File: config.mk
export PLATFORM = sky130hd
export DESIGN_NAME = mmio_uart_tx_flat
export DESIGN_NICKNAME = d
export VERILOG_FILES = /design/src/rtl/mmio_uart_tx_pkg.sv /design/src/rtl/mmio_uart_tx_if.sv /design/src/rtl/mmio_uart_tx_sync_fifo.sv /design/src/rtl/mmio_uart_tx.sv /design/src/flat_wrapper.sv
export SDC_FILE = /design/constraint.sdc
export NUM_CORES = 1
export LEC_CHECK = 0
export ABC_AREA = 1
export BUFFER_PORTS_ARGS = -buffer_cell sky130_fd_sc_hd__buf_2
export CAP_MARGIN = 25
export CORE_ASPECT_RATIO = 2
export CORE_MARGIN = 2
export CORE_UTILIZATION = 55
export CTS_CLUSTER_SIZE = 30
export DETAILED_ROUTE_END_ITERATION = 10
export GPL_TIMING_DRIVEN = 0
export PLACE_DENSITY = 0.78
export RECOVER_POWER = 50
export SYNTH_ARGS = -nofsm -noshare
export SYNTH_HDL_FRONTEND = slang
export SYNTH_SLANG_ARGS = --single-unit
File: constraint.sdc
create_clock -name clk -period 3.34 [get_ports clk]
set_clock_uncertainty 0.2 [all_clocks]
set_input_delay 0.334 -clock clk [delete_from_list [all_inputs] [get_ports clk]]
set_output_delay 0.334 -clock clk [all_outputs]
set_load 0.02 [all_outputs]
File: src/rtl/mmio_uart_tx_pkg.sv
// Shared definitions for the memory-mapped UART transmitter: register map,
// STATUS bit layout, serializer states and the baud divisor clamp.
package mmio_uart_tx_pkg;

  localparam logic [3:0] OFF_TXDATA = 4'h0;
  localparam logic [3:0] OFF_STATUS = 4'h4;
  localparam logic [3:0] OFF_CLKDIV = 4'h8;

  localparam int STAT_BUSY     = 0;
  localparam int STAT_FULL     = 1;
  localparam int STAT_EMPTY    = 2;
  localparam int STAT_OVERFLOW = 3;

  // A divisor below 2 cannot hold a bit for a whole baud period.
  localparam logic [15:0] MIN_DIV = 16'd2;

  typedef enum logic [1:0] {
    IDLE  = 2'd0,
    START = 2'd1,
    DATA  = 2'd2,
    STOP  = 2'd3
  } tx_state_t;

  function automatic logic [15:0] clamp_div(input logic [15:0] div);
    return (div < MIN_DIV) ? MIN_DIV : div;
  endfunction

  function automatic logic [31:0] pack_status(input logic overflow,
                                              input logic empty,
                                              input logic full,
                                              input logic busy);
    logic [31:0] word;
    word = '0;
    word[STAT_OVERFLOW] = overflow;
    word[STAT_EMPTY]    = empty;
    word[STAT_FULL]     = full;
    word[STAT_BUSY]     = busy;
    return word;
  endfunction

endpackage

File: src/rtl/mmio_uart_tx_if.sv
// Core data-memory load/store port as seen by a memory-mapped peripheral.
interface mmio_uart_tx_if;
  logic        mem_write;
  logic        mem_read;
  logic [31:0] addr;
  logic [31:0] write_data;
  logic [31:0] read_data;
  logic        hit;

  modport master (
    output mem_write, mem_read, addr, write_data,
    input  read_data, hit
  );

  modport slave (
    input  mem_write, mem_read, addr, write_data,
    output read_data, hit
  );
endinterface

File: src/rtl/mmio_uart_tx_sync_fifo.sv
// Show-ahead circular FIFO; a push into a full FIFO is accepted only when a
// pop frees the head slot in the same cycle.
module sync_fifo #(
  parameter int DEPTH = 4,
  parameter int WIDTH = 8
) (
  input  logic             clk,
  input  logic             reset,
  input  logic             push,
  input  logic             pop,
  input  logic [WIDTH-1:0] wdata,
  output logic [WIDTH-1:0] head,
  output logic             full,
  output logic             empty
);

  localparam int PW = $clog2(DEPTH);
  localparam int CW = PW + 1;
  localparam logic [CW-1:0] FULL_CNT = CW'(DEPTH);

  logic [WIDTH-1:0] mem [DEPTH];
  logic [PW-1:0]    wr_ptr;
  logic [PW-1:0]    rd_ptr;
  logic [CW-1:0]    count;
  logic             push_ok;
  logic             pop_ok;

  assign full    = (count == FULL_CNT);
  assign empty   = (count == '0);
  assign pop_ok  = pop && !empty;
  assign push_ok = push && (!full || pop_ok);
  assign head    = mem[rd_ptr];

  always_ff @(posedge clk) begin
    if (push_ok) begin
      mem[wr_ptr] <= wdata;
    end
  end

  // DEPTH is a power of two, so the pointers wrap by plain overflow.
  always_ff @(posedge clk) begin
    if (reset) begin
      wr_ptr <= '0;
      rd_ptr <= '0;
      count  <= '0;
    end else begin
      if (push_ok) begin
        wr_ptr <= wr_ptr + 1'b1;
      end
      if (pop_ok) begin
        rd_ptr <= rd_ptr + 1'b1;
      end
      case ({push_ok, pop_ok})
        2'b10:   count <= count + 1'b1;
        2'b01:   count <= count - 1'b1;
        default: count <= count;
      endcase
    end
  end

endmodule

File: src/rtl/mmio_uart_tx.sv
// UART transmitter on the core's load/store bus: address decode, TX FIFO,
// STATUS/CLKDIV registers and an 8N1 serializer with a registered tx line.
module mmio_uart_tx
  import mmio_uart_tx_pkg::*;
#(
  parameter logic [31:0] BASE_ADDR   = 32'h0000_0100,
  parameter int          FIFO_DEPTH  = 4,
  parameter int          DEFAULT_DIV = 16
) (
  input  logic          clk,
  input  logic          reset,
  mmio_uart_tx_if.slave bus,
  output logic          tx,
  output logic          tx_busy
);

  logic [31:0] offset;
  logic [3:0]  reg_off;
  logic        hit_w;
  logic        wr_txdata;
  logic        wr_status;
  logic        wr_clkdiv;
  logic [31:0] read_mux;
  logic        unused_bits;

  logic [15:0] clkdiv;
  logic        overflow;

  logic [7:0]  fifo_head;
  logic        fifo_full;
  logic        fifo_empty;
  logic        fifo_pop;

  tx_state_t   state, state_d;
  logic [7:0]  shift_reg, shift_d;
  logic [15:0] div_q, div_d;
  logic [15:0] baud_cnt, baud_d;
  logic [2:0]  bit_cnt, bit_d;
  logic        tx_q, tx_d;
  logic        baud_tick;

  // Addresses below BASE_ADDR wrap to a huge offset and so miss the window.
  assign offset  = bus.addr - BASE_ADDR;
  assign reg_off = {offset[3:2], 2'b00};
  assign hit_w   = (offset[31:4] == 28'd0) && (offset[3:2] != 2'b11);
  assign bus.hit = hit_w;

  assign wr_txdata = bus.mem_write && hit_w && (reg_off == OFF_TXDATA);
  assign wr_status = bus.mem_write && hit_w && (reg_off == OFF_STATUS);
  assign wr_clkdiv = bus.mem_write && hit_w && (reg_off == OFF_CLKDIV);

  assign unused_bits = ^{offset[1:0], bus.write_data[31:16]};

  assign tx_busy = !fifo_empty || (state != IDLE);
  assign tx      = tx_q;

  always_comb begin
    read_mux = '0;
    if (bus.mem_read && hit_w) begin
      case (reg_off)
        OFF_STATUS: read_mux = pack_status(overflow, fifo_empty, fifo_full, tx_busy);
        OFF_CLKDIV: read_mux = {16'd0, clkdiv};
        default:    read_mux = '0;
      endcase
    end
  end

  assign bus.read_data = read_mux;

  sync_fifo #(
    .DEPTH (FIFO_DEPTH),
    .WIDTH (8)
  ) u_fifo (
    .clk   (clk),
    .reset (reset),
    .push  (wr_txdata),
    .pop   (fifo_pop),
    .wdata (bus.write_data[7:0]),
    .head  (fifo_head),
    .full  (fifo_full),
    .empty (fifo_empty)
  );

  // A push while full only counts as an overflow if no pop frees a slot.
  always_ff @(posedge clk) begin
    if (reset) begin
      clkdiv   <= 16'(DEFAULT_DIV);
      overflow <= 1'b0;
    end else begin
      if (wr_clkdiv) begin
        clkdiv <= bus.write_data[15:0];
      end
      if (wr_status) begin
        overflow <= 1'b0;
      end else if (wr_txdata && fifo_full && !fifo_pop) begin
        overflow <= 1'b1;
      end
    end
  end

  always_ff @(posedge clk) begin
    if (reset) begin
      state     <= IDLE;
      shift_reg <= '0;
      div_q     <= clamp_div(16'(DEFAULT_DIV));
      baud_cnt  <= '0;
      bit_cnt   <= '0;
      tx_q      <= 1'b1;
    end else begin
      state     <= state_d;
      shift_reg <= shift_d;
      div_q     <= div_d;
      baud_cnt  <= baud_d;
      bit_cnt   <= bit_d;
      tx_q      <= tx_d;
    end
  end

  assign baud_tick = (baud_cnt == div_q - 16'd1);

  // tx_d is the line level for the state being entered, so the registered
  // tx changes on the same edge as the state.
  always_comb begin
    state_d  = state;
    shift_d  = shift_reg;
    div_d    = div_q;
    baud_d   = baud_cnt;
    bit_d    = bit_cnt;
    tx_d     = 1'b1;
    fifo_pop = 1'b0;

    case (state)
      IDLE: begin
        if (!fifo_empty) begin
          fifo_pop = 1'b1;
          shift_d  = fifo_head;
          div_d    = clamp_div(clkdiv);
          baud_d   = '0;
          state_d  = START;
          tx_d     = 1'b0;
        end
      end

      START: begin
        tx_d = 1'b0;
        if (baud_tick) begin
          baud_d  = '0;
          bit_d   = '0;
          state_d = DATA;
          tx_d    = shift_reg[0];
        end else begin
          baud_d = baud_cnt + 16'd1;
        end
      end

      DATA: begin
        tx_d = shift_reg[0];
        if (baud_tick) begin
          baud_d  = '0;
          shift_d = {1'b0, shift_reg[7:1]};
          if (bit_cnt == 3'd7) begin
            state_d = STOP;
            tx_d    = 1'b1;
          end else begin
            bit_d = bit_cnt + 3'd1;
            tx_d  = shift_reg[1];
          end
        end else begin
          baud_d = baud_cnt + 16'd1;
        end
      end

      STOP: begin
        tx_d = 1'b1;
        if (baud_tick) begin
          baud_d  = '0;
          state_d = IDLE;
        end else begin
          baud_d = baud_cnt + 16'd1;
        end
      end

      default: begin
        state_d = IDLE;
      end
    endcase
  end

endmodule
File: src/flat_wrapper.sv
// flat-port wrapper written by rule: the top's interface ports become plain ports
module mmio_uart_tx_flat import mmio_uart_tx_pkg::*;
#(
  parameter logic [31:0] BASE_ADDR   = 32'h0000_0100,
  parameter int          FIFO_DEPTH  = 4,
  parameter int          DEFAULT_DIV = 16
)
  (clk, reset, tx, tx_busy, bus_mem_write, bus_mem_read, bus_addr, bus_write_data, bus_read_data, bus_hit);
  mmio_uart_tx_if bus_i ();
  input  logic clk;
  input  logic reset;
  output logic tx;
  output logic tx_busy;
  input wire logic [$bits(bus_i.mem_write)-1:0] bus_mem_write;
  input wire logic [$bits(bus_i.mem_read)-1:0] bus_mem_read;
  input wire logic [$bits(bus_i.addr)-1:0] bus_addr;
  input wire logic [$bits(bus_i.write_data)-1:0] bus_write_data;
  output wire logic [$bits(bus_i.read_data)-1:0] bus_read_data;
  output wire logic [$bits(bus_i.hit)-1:0] bus_hit;
  assign bus_i.mem_write = bus_mem_write;
  assign bus_i.mem_read = bus_mem_read;
  assign bus_i.addr = bus_addr;
  assign bus_i.write_data = bus_write_data;
  assign bus_read_data = bus_i.read_data;
  assign bus_hit = bus_i.hit;
  mmio_uart_tx #(.BASE_ADDR(BASE_ADDR), .FIFO_DEPTH(FIFO_DEPTH), .DEFAULT_DIV(DEFAULT_DIV)) u_core (.clk(clk), .reset(reset), .bus(bus_i), .tx(tx), .tx_busy(tx_busy));
endmodule
==> results.toml, run 1 <==
[die]
initial_core_util = 0.5575
die_area_um2 = 11860
row_count = 54
core_um2 = 10810
die_y_um = 152.0
pin_count = 103
die_w_um = 78.02

[pwr]
netSwitchingPower_w = 0.001926
ir_drop_mv = 0.3958
powerDensity_nw_per_um2 = 658.8
switching_share = 0.4292
p_seq_frac = 0.348
leakagePower_nw = 2.882
share_comb_of_total_power = 0.417
p_int_w = 0.002562
pwr-share-clk = 0.236

[final_layout]
antennaDiodeCount = 0
drive_above_1_share = 0.1545
final_cell_mix = "160 x nand2_1, 104 x nor2_1, 84 x inv_1"
syn2layout_area_growth_pct = 13.04
largest_register_ffs = 32
regMostFlops = "u_core.u_fifo.mem"
fin_nets = 974
n_fill_cell = 986
final_common_cell = "nand2_1"

[placed_design]
gp_congestion = 0.9296
hpwl_um = 11410
dp_slack_ns = 0.1106
io_buffers = 67

[clock_network]
htreeDepth = 3
numCtsBuffers = 9
cts_hold_buf = 0
clock_sinks = 104
clockRootBuffer = "clkbuf_16"
cts_buffer_depth = 2
clock_insertion_delay_worst_skew_ns = 0.36
path_clk_slew_ns = 0.07
ctsResizeCount = 0
cts_setup_buffers = 0
cts_tree = "yes"

[global_route]
grt_pass1_wl_um = 23470
grt_pass1_vias = 5328
grt_max_degree = 22
antenna_found_initial = 0
grtUsageTotal = 0.2500
grt_overflow = 0

[logic_synthesis]
netlist_area_um2 = 6027
async_flop_share = 0
ys_seq_area_frac = 0.3986
ys_ff_latch = 104
syn_inst = 795
syn_avg_cell_area_um2 = 7.581
synth_cell_types = 52
yosysWarnings = 0
synth_top_flop_cell = "dfxtp_1"
synth_edf_count = 32

[route]
ant_nets = 0
viasPerCell = 5.361
routed_wl_um = 14590
detail_route.wl_per_cell_um = 14.13
drt_pass1_iterations = 5
drt_iter0_markers = 219
vias = 5538
post-route-drc-count = 0

[worst_setup_path]
cp_slowest_stage_delay_ns = 0.30
crit_chain = "clkbuf_1 > nor2_1 > nand2_1 > nor2_1 > nand3_1 > nand2_1 > nand3_1 > nor2_1 > and3_1 > nand2_1 > clkbuf_1 > nor3_1 > buf_2"
cp.required_ns = 2.81
crit_arrival_ns = 2.57
cp_num_buf_inv = 3
cp_top_family = "simple AND/OR/NAND/NOR gates"
critPathMaxFanout = 10
critPathKind = "in -> out"
worst_setup_path_end_kind = "output pin"
critical_path.slowest_cell = "nor3_1"
crit_path_start_kind = "input pin"

[timing]
setup_viol = 0
rsz0062_at_grt = "no"
slew_headroom = 0.4200
finalHoldViolCount = 0
period_share = 0.9304
timing.final.ws_setup_ns = 0.2324
tightest_slew_ns = 0.8634
fmax_mhz = 321.8
tns_ns = 0
finalMaxSlewViolations = 0
fin_crit_ns = 3.108

[min_path]
min_path_type = "in -> reg"

[flow_run]
cap_violations = 0

[outcome]
outcome = "completed"
cell type report:
type	count	area, um^2	area share
Buffer	42	222.7	0.03269
Inverter	90	339.1	0.04977
Sequential cell	104	2402	0.3526
Clock inverter	7	76.32	0.01120
Tap cell	140	175.2	0.02571
Clock buffer	9	225.2	0.03306
Multi-Input combinational cell	574	3050	0.4478
Timing Repair Buffer	67	321.6	0.04720
worst reg2reg max path: cells and delay by family (launching register included):
family,cells,cell delay (ns)
DFF,1,0.32
adders and majority gates,1,0.23
AOI/OAI and AO/OA,2,0.34
and+or+nand+nor,8,1.55
buffers and inverters,2,0.24
cells in the mapped netlist, types with 3 or more instances:
cell type / instances / share of area
nand2_1: 159 / 0.099
nor2_1: 102 / 0.064
inv_1: 83 / 0.052
dfxtp_1: 72 / 0.24
a21oi_1: 60 / 0.050
nand3_1: 49 / 0.041
o21ai_0: 38 / 0.032
edfxtp_1: 32 / 0.16
clkbuf_1: 19 / 0.012
buf_4: 17 / 0.021
ha_1: 17 / 0.035
a211oi_2: 15 / 0.031
xor2_1: 15 / 0.022
nor3_1: 13 / 0.011
nand4_1: 8 / 0.0083
nor2_2: 8 / 0.0083
a21oi_2: 7 / 0.010
a32oi_1: 6 / 0.0087
nand3b_1: 6 / 0.0075
nor4_1: 6 / 0.0062
buf_2: 5 / 0.0042
inv_2: 5 / 0.0031
o21ai_1: 5 / 0.0042
nand2_4: 4 / 0.0075
nor3_2: 4 / 0.0066
xnor2_1: 4 / 0.0058
a211oi_1: 3 / 0.0037
or2_2: 3 / 0.0031
metal layers:
layer,vias up,share of wire,GRT usage
li1,2785,-,-
met3,51,0.045,0.04276
met1,2531,0.36,0.2398
met5,-,0,0
met4,0,0.055,0.1454
met2,171,0.54,0.4791
worst paths after layout:
kind                                 endpoint  cells past startpoint                             start  slack [ns]
max                          bus_read_data[9]                     13                      bus_addr[16]        0.23
min            u_core.clkdiv[13]$_SDFFE_PP0P_                      3                bus_write_data[13]        0.06
max reg2reg  u_core.shift_reg[0]$_SDFFE_PP0P_                     13      u_core.div_q[0]$_SDFFE_PP0P_        0.35
min reg2reg  u_core.shift_reg[7]$_SDFFE_PP0P_                      2  u_core.shift_reg[7]$_SDFFE_PP0P_        0.27
through the flow:
stage	std cells	power, W	util	hold slack, ns	instance area, um^2
2_1_floorplan	810	0.003010	-	0.2329	6083
3_3_place_gp	1017	0.003434	0.6100	0.2522	6594
3_5_place_dp	1017	0.003459	0.6100	0.2605	6594
4_1_cts	1033	0.004512	0.6378	0.02714	6895
5_1_grt	1033	0.004818	0.6302	0.06094	6813
6_report	1033	0.004489	0.6302	0.05577	6813
kinds of logic after synthesis:
family,synth area share
AND/OR/NAND/NOR,0.2861
AO/OA/AOI/OAI,0.1501
buffers and inverters,0.09404
flip-flops,0.3986
XOR/XNOR,0.03031
adder cells (fa/ha/maj),0.03861
other,0.0006222
multiplexers,0.001661
power by group through the flow:
stage	combinational (W)	clock, W	sequential [W]
after floorplan	0.00145	0	0.00156
after global routing	0.00212	0.00112	0.00158
final	0.00187	0.00106	0.00156
after CTS	0.00189	0.00106	0.00156
after global placement	0.00185	0	0.00158
after detailed placement	0.00187	0	0.00159
Power figures use the tool's default switching activity.
==> run 2, diff against run 1 <==
==> constraint.sdc (replaced) <==
create_clock -name clk -period 3.34 [get_ports clk]
set_clock_uncertainty 0.2 [all_clocks]
set_input_delay 0.334 -clock clk [delete_from_list [all_inputs] [get_ports clk]]
set_output_delay 0.334 -clock clk [all_outputs]
set_load 0.05 [all_outputs]
==> results.toml, run 2 (synthesized netlist as in run 1, its figures left out) <==
[timing]
slew_headroom = 0.4112
finalMaxSlewViolations = 0
tns_ns = 0
tightest_slew_ns = 0.8764
rsz0062_at_grt = "no"
finalHoldViolCount = 0
fin_hold_ws_ns = 0.05558
period_share = 0.9548
fin_crit_ns = 3.189
fmax_mhz = 313.6
setup_viol = 0

[worst_setup_path]
crit_path_start_kind = "input pin"
startpoint = "bus_addr[16]"
critPathKind = "in -> out"
cp.required_ns = 2.81
crit_chain = "buf_2 > nor2_1 > nand2_1 > nor2_4 > nand2_1 > nand2_1 > nand3_1 > nor2_1 > and3_1 > nand2_1 > clkbuf_1 > nor3_1 > buf_2"
cp_slowest_stage_delay_ns = 0.33
rr_startpoint = "u_core.div_q[0]$_SDFFE_PP0P_"
ff2ff_setup_slack_ns = 0.28
crit_arrival_ns = 2.65
worst_setup_path_end_kind = "output pin"
cp_num_buf_inv = 3
critical_path.slowest_cell = "buf_2"
cp_top_family = "simple AND/OR/NAND/NOR gates"
critPathMaxFanout = 10
cpMostUsedCell = "nand2_1"

[route]
viasPerCell = 5.363
drt_iter0_markers = 273
routed_wl_um = 14610
ant_nets = 0
drt_pass1_iterations = 7
post-route-drc-count = 0
vias = 5535
detail_route.wl_per_cell_um = 14.15

[die]
core_um2 = 10810
pin_count = 103
row_count = 54
die_w_um = 78.02
die_y_um = 152.0
initial_core_util = 0.5575
die_area_um2 = 11860

[clock_network]
cts_setup_buffers = 0
cts_tree = "yes"
cts_hold_buf = 0
path_clk_slew_ns = 0.07
clockRootBuffer = "clkbuf_16"
htreeDepth = 3
clock_insertion_delay_worst_skew_ns = 0.36
clock_sinks = 104
numCtsBuffers = 9
cts_buffer_depth = 2
ctsResizeCount = 0

[final_layout]
fin_nets = 973
fin_area_um2 = 6813
antennaDiodeCount = 0
final_common_cell = "nand2_1"
n_fill_cell = 986
drive_above_1_share = 0.1558
final_cell_mix = "160 x nand2_1, 103 x nor2_1, 85 x inv_1"
regMostFlops = "u_core.u_fifo.mem"
largest_register_ffs = 32
syn2layout_area_growth_pct = 13.04

[min_path]
min_from = "bus_write_data[13]"
min_path_type = "in -> reg"

[global_route]
grtUsageTotal = 0.2500
grt_pass1_vias = 5328
grt_pass1_wl_um = 23470
grt_max_degree = 22
antenna_found_initial = 0
grt_overflow = 0

[outcome]
outcome = "completed"

[pwr]
ir_drop_mv = 0.3959
powerDensity_nw_per_um2 = 666.9
leakagePower_nw = 2.885

[placed_design]
hpwl_um = 11410
io_buffers = 67
placed_cell_area_um2 = 6594
gp_congestion = 0.9296

[flow_run]
cap_violations = 0
==> run 2: changes by cell type in the layout (fill, tap and decap cells not counted) <==
cell and change:
buf_2 +1, clkbuf_1 -2, inv_1 +1, inv_2 -1, nor2_1 -1, nor2_2 +1
==> run 2: worst paths after layout <==
check,endpoint,depth (start not counted)
setup / recovery,bus_read_data[9],13
hold / removal,u_core.clkdiv[13]$_SDFFE_PP0P_,3
setup reg to reg,u_core.shift_reg[0]$_SDFFE_PP0P_,13
hold reg to reg,u_core.shift_reg[7]$_SDFFE_PP0P_,2
==> run 2: report_power, final <==
part	internal [W]	total, W	switching (W)
clock	0.000533	0.00106	0.000526
sequential	0.00144	0.00156	0.000115
combinational	0.000580	0.00193	0.00135
total	0.00256	0.00454	0.00199
==> run 2: area by class of cell <==
class / count / area (um^2) / share of cell area
inverter: 90 / 339.1 / 0.04977
timing repair buffer: 67 / 322.8 / 0.04738
multi-input combinational: 574 / 3053 / 0.4481
buffer: 41 / 219.0 / 0.03214
tap: 140 / 175.2 / 0.02571
sequential: 104 / 2402 / 0.3526
clock buffer: 9 / 225.2 / 0.03306
clock inverter: 7 / 76.32 / 0.01120
==> run 2: worst register-to-register path, cell delays in order (launching register included) <==
cell and delay (ns):
dfxtp_1 0.32, inv_1 0.14, ha_1 0.25, nand3_1 0.21, o21ai_0 0.27, nand2_1 0.09, nand2_1 0.08, nand3_1 0.08
nor3_1 0.71, nand2_4 0.18, nand2_4 0.12, nand2_4 0.08, clkinv_2 0.14, a21oi_2 0.07
==> run 2: stage by stage <==
stage | worst slack (ns) | total power, W | instances | util
global route | 0.01114 | 0.004871 | 1032 | 0.6302
finish | 0.1511 | 0.004544 | 1032 | 0.6302
detailed placement | 0.1106 | 0.003519 | 1017 | 0.6100
CTS | 0.1292 | 0.004571 | 1033 | 0.6378
global placement | 0.1136 | 0.003493 | 1017 | 0.6100
floorplan | -0.1757 | 0.003069 | 810 | -
==> run 2: routing by layer <==
layer / part of all wire / GRT usage
met1: 0.35 / 0.2398
met3: 0.046 / 0.04276
met5: 0 / 0
met2: 0.55 / 0.4791
met4: 0.055 / 0.1454
==> run 3, diff against run 2 <==
==> constraint.sdc (replaced) <==
create_clock -name clk -period 4.1 [get_ports clk]
set_clock_uncertainty 0.2 [all_clocks]
set_input_delay 0.41 -clock clk [delete_from_list [all_inputs] [get_ports clk]]
set_output_delay 0.41 -clock clk [all_outputs]
set_load 0.05 [all_outputs]
==> results.toml, run 3 (synthesized netlist as in run 1, its figures left out) <==
[outcome]
outcome = "completed"

[pwr]
leakagePower_nw = 2.886
share_comb_of_total_power = 0.424
p_seq_frac = 0.343
netSwitchingPower_w = 0.001614
powerDensity_nw_per_um2 = 543.1
pwr-share-clk = 0.233
switching_share = 0.4360
p_int_w = 0.002087
ir_drop_mv = 0.3238

[timing]
finalHoldViolCount = 0
fin_hold_ws_ns = 0.1318
tns_ns = 0
fin_crit_ns = 3.348
fmax_mhz = 298.7
setup_viol = 0
slew_headroom = 0.4225
period_share = 0.8167
tightest_slew_ns = 0.8597
finalMaxSlewViolations = 0
rsz0062_at_grt = "no"

[die]
die_area_um2 = 11860
core_um2 = 10810
row_count = 54
die_y_um = 152.0
pin_count = 103
die_w_um = 78.02
initial_core_util = 0.5575

[clock_network]
clock_insertion_delay_worst_skew_ns = 0.37
htreeDepth = 3
ctsResizeCount = 0
cts_tree = "yes"
clockRootBuffer = "clkbuf_16"
cts_hold_buf = 0
path_clk_slew_ns = 0.07
numCtsBuffers = 9
clock_sinks = 104
cts_buffer_depth = 2
cts_setup_buffers = 0

[final_layout]
fin_area_um2 = 6814
largest_register_ffs = 32
regMostFlops = "u_core.u_fifo.mem"
fin_nets = 974
drive_above_1_share = 0.1545
n_fill_cell = 985
syn2layout_area_growth_pct = 13.06
antennaDiodeCount = 0
final_cell_mix = "160 x nand2_1, 104 x nor2_1, 85 x inv_1"
fin_util = 0.6303
final_common_cell = "nand2_1"

[worst_setup_path]
critPathMaxFanout = 10
rr_startpoint = "u_core.div_q[0]$_SDFFE_PP0P_"
critPathKind = "in -> out"
crit_path_start_kind = "input pin"
startpoint = "bus_addr[16]"
rr_worst_depth = 13
endpoint = "bus_read_data[9]"
worst_setup_path_end_kind = "output pin"
crit_arrival_ns = 2.74
cp.required_ns = 3.49
r2r-end = "u_core.shift_reg[0]$_SDFFE_PP0P_"
ff2ff_setup_slack_ns = 1.06

[route]
drt_pass1_iterations = 4
vias = 5482
post-route-drc-count = 0
ant_nets = 0
drt_iter0_markers = 219
routed_wl_um = 14530
detail_route.wl_per_cell_um = 14.07
viasPerCell = 5.307

[min_path]
min_path_type = "in -> reg"

[placed_design]
io_buffers = 67
hpwl_um = 11410
gp_congestion = 0.9296
placed_cell_area_um2 = 6594

[global_route]
grt_overflow = 0
grtUsageTotal = 0.2500
antenna_found_initial = 0
grt_pass1_vias = 5328
grt_max_degree = 22
grt_pass1_wl_um = 23470

[flow_run]
cap_violations = 0
==> run 3: changes by cell type in the layout (fill, tap and decap cells not counted), sizes merged <==
| cell | change |
|---|---|
| clkbuf | +1 |
==> run 3: worst min-delay path by stage <==
stage | startpoint | end | slack [ns] | cells past startpoint
global placement | u_core.u_fifo.rd_ptr[1]$_SDFFE_PP0P_ | u_core.u_fifo.rd_ptr[1]$_SDFFE_PP0P_ | 0.25 | 2
global route | bus_write_data[13] | u_core.clkdiv[13]$_SDFFE_PP0P_ | 0.14 | 3
detailed placement | u_core.shift_reg[7]$_SDFFE_PP0P_ | u_core.shift_reg[7]$_SDFFE_PP0P_ | 0.26 | 2
CTS | bus_write_data[0] | u_core.u_fifo.mem[3][0]$_DFFE_PP_ | 0.10 | 1
floorplan | u_core.u_fifo.rd_ptr[1]$_SDFFE_PP0P_ | flop | 0.24 | 2
finish | bus_write_data[13] | u_core.clkdiv[13]$_SDFFE_PP0P_ | 0.13 | 3
==> run 3: critical path, cell delays in order <==
cell and delay (ns):
clkbuf_1 0.10, nor2_1 0.24, nand2_1 0.20, nor2_1 0.20, nand3_1 0.10, nand2_1 0.11
nand3_1 0.09, nor2_1 0.11, and3_1 0.21, nand2_1 0.11, clkbuf_1 0.23, nor3_1 0.30
buf_2 0.33
==> run 3: cell type report <==
class | count | area [um^2] | area share
tap | 140 | 175.2 | 0.02571
inverter | 90 | 339.1 | 0.04976
clock buffer | 9 | 225.2 | 0.03305
clock inverter | 7 | 76.32 | 0.01120
timing repair buffer | 67 | 322.8 | 0.04737
multi-input combinational | 574 | 3050 | 0.4477
sequential | 104 | 2402 | 0.3526
buffer | 42 | 222.7 | 0.03268
==> run 3: routing by layer <==
layer / GRT usage / part of all wire
met3: 0.04276 / 0.044
met4: 0.1454 / 0.051
met2: 0.4791 / 0.55
met1: 0.2398 / 0.36
met5: 0 / 0
==> run 3: power by group through the flow <==
stage	Combinational, W	Sequential (W)	Clock, W
finish	0.00157	0.00127	0.000862
global route	0.00177	0.00129	0.000912
CTS	0.00159	0.00127	0.000866
detailed placement	0.00157	0.00129	0
global placement	0.00156	0.00129	0
floorplan	0.00122	0.00128	0
==> run 3: per-stage QoR <==
step,power [W],instances,setup WS [ns]
floorplan,0.002500,810,0.4323
global placement,0.002846,1017,0.7976
detailed placement,0.002867,1017,0.7946
CTS,0.003724,1033,0.8132
global route,0.003973,1033,0.6038
finish,0.003701,1033,0.7517
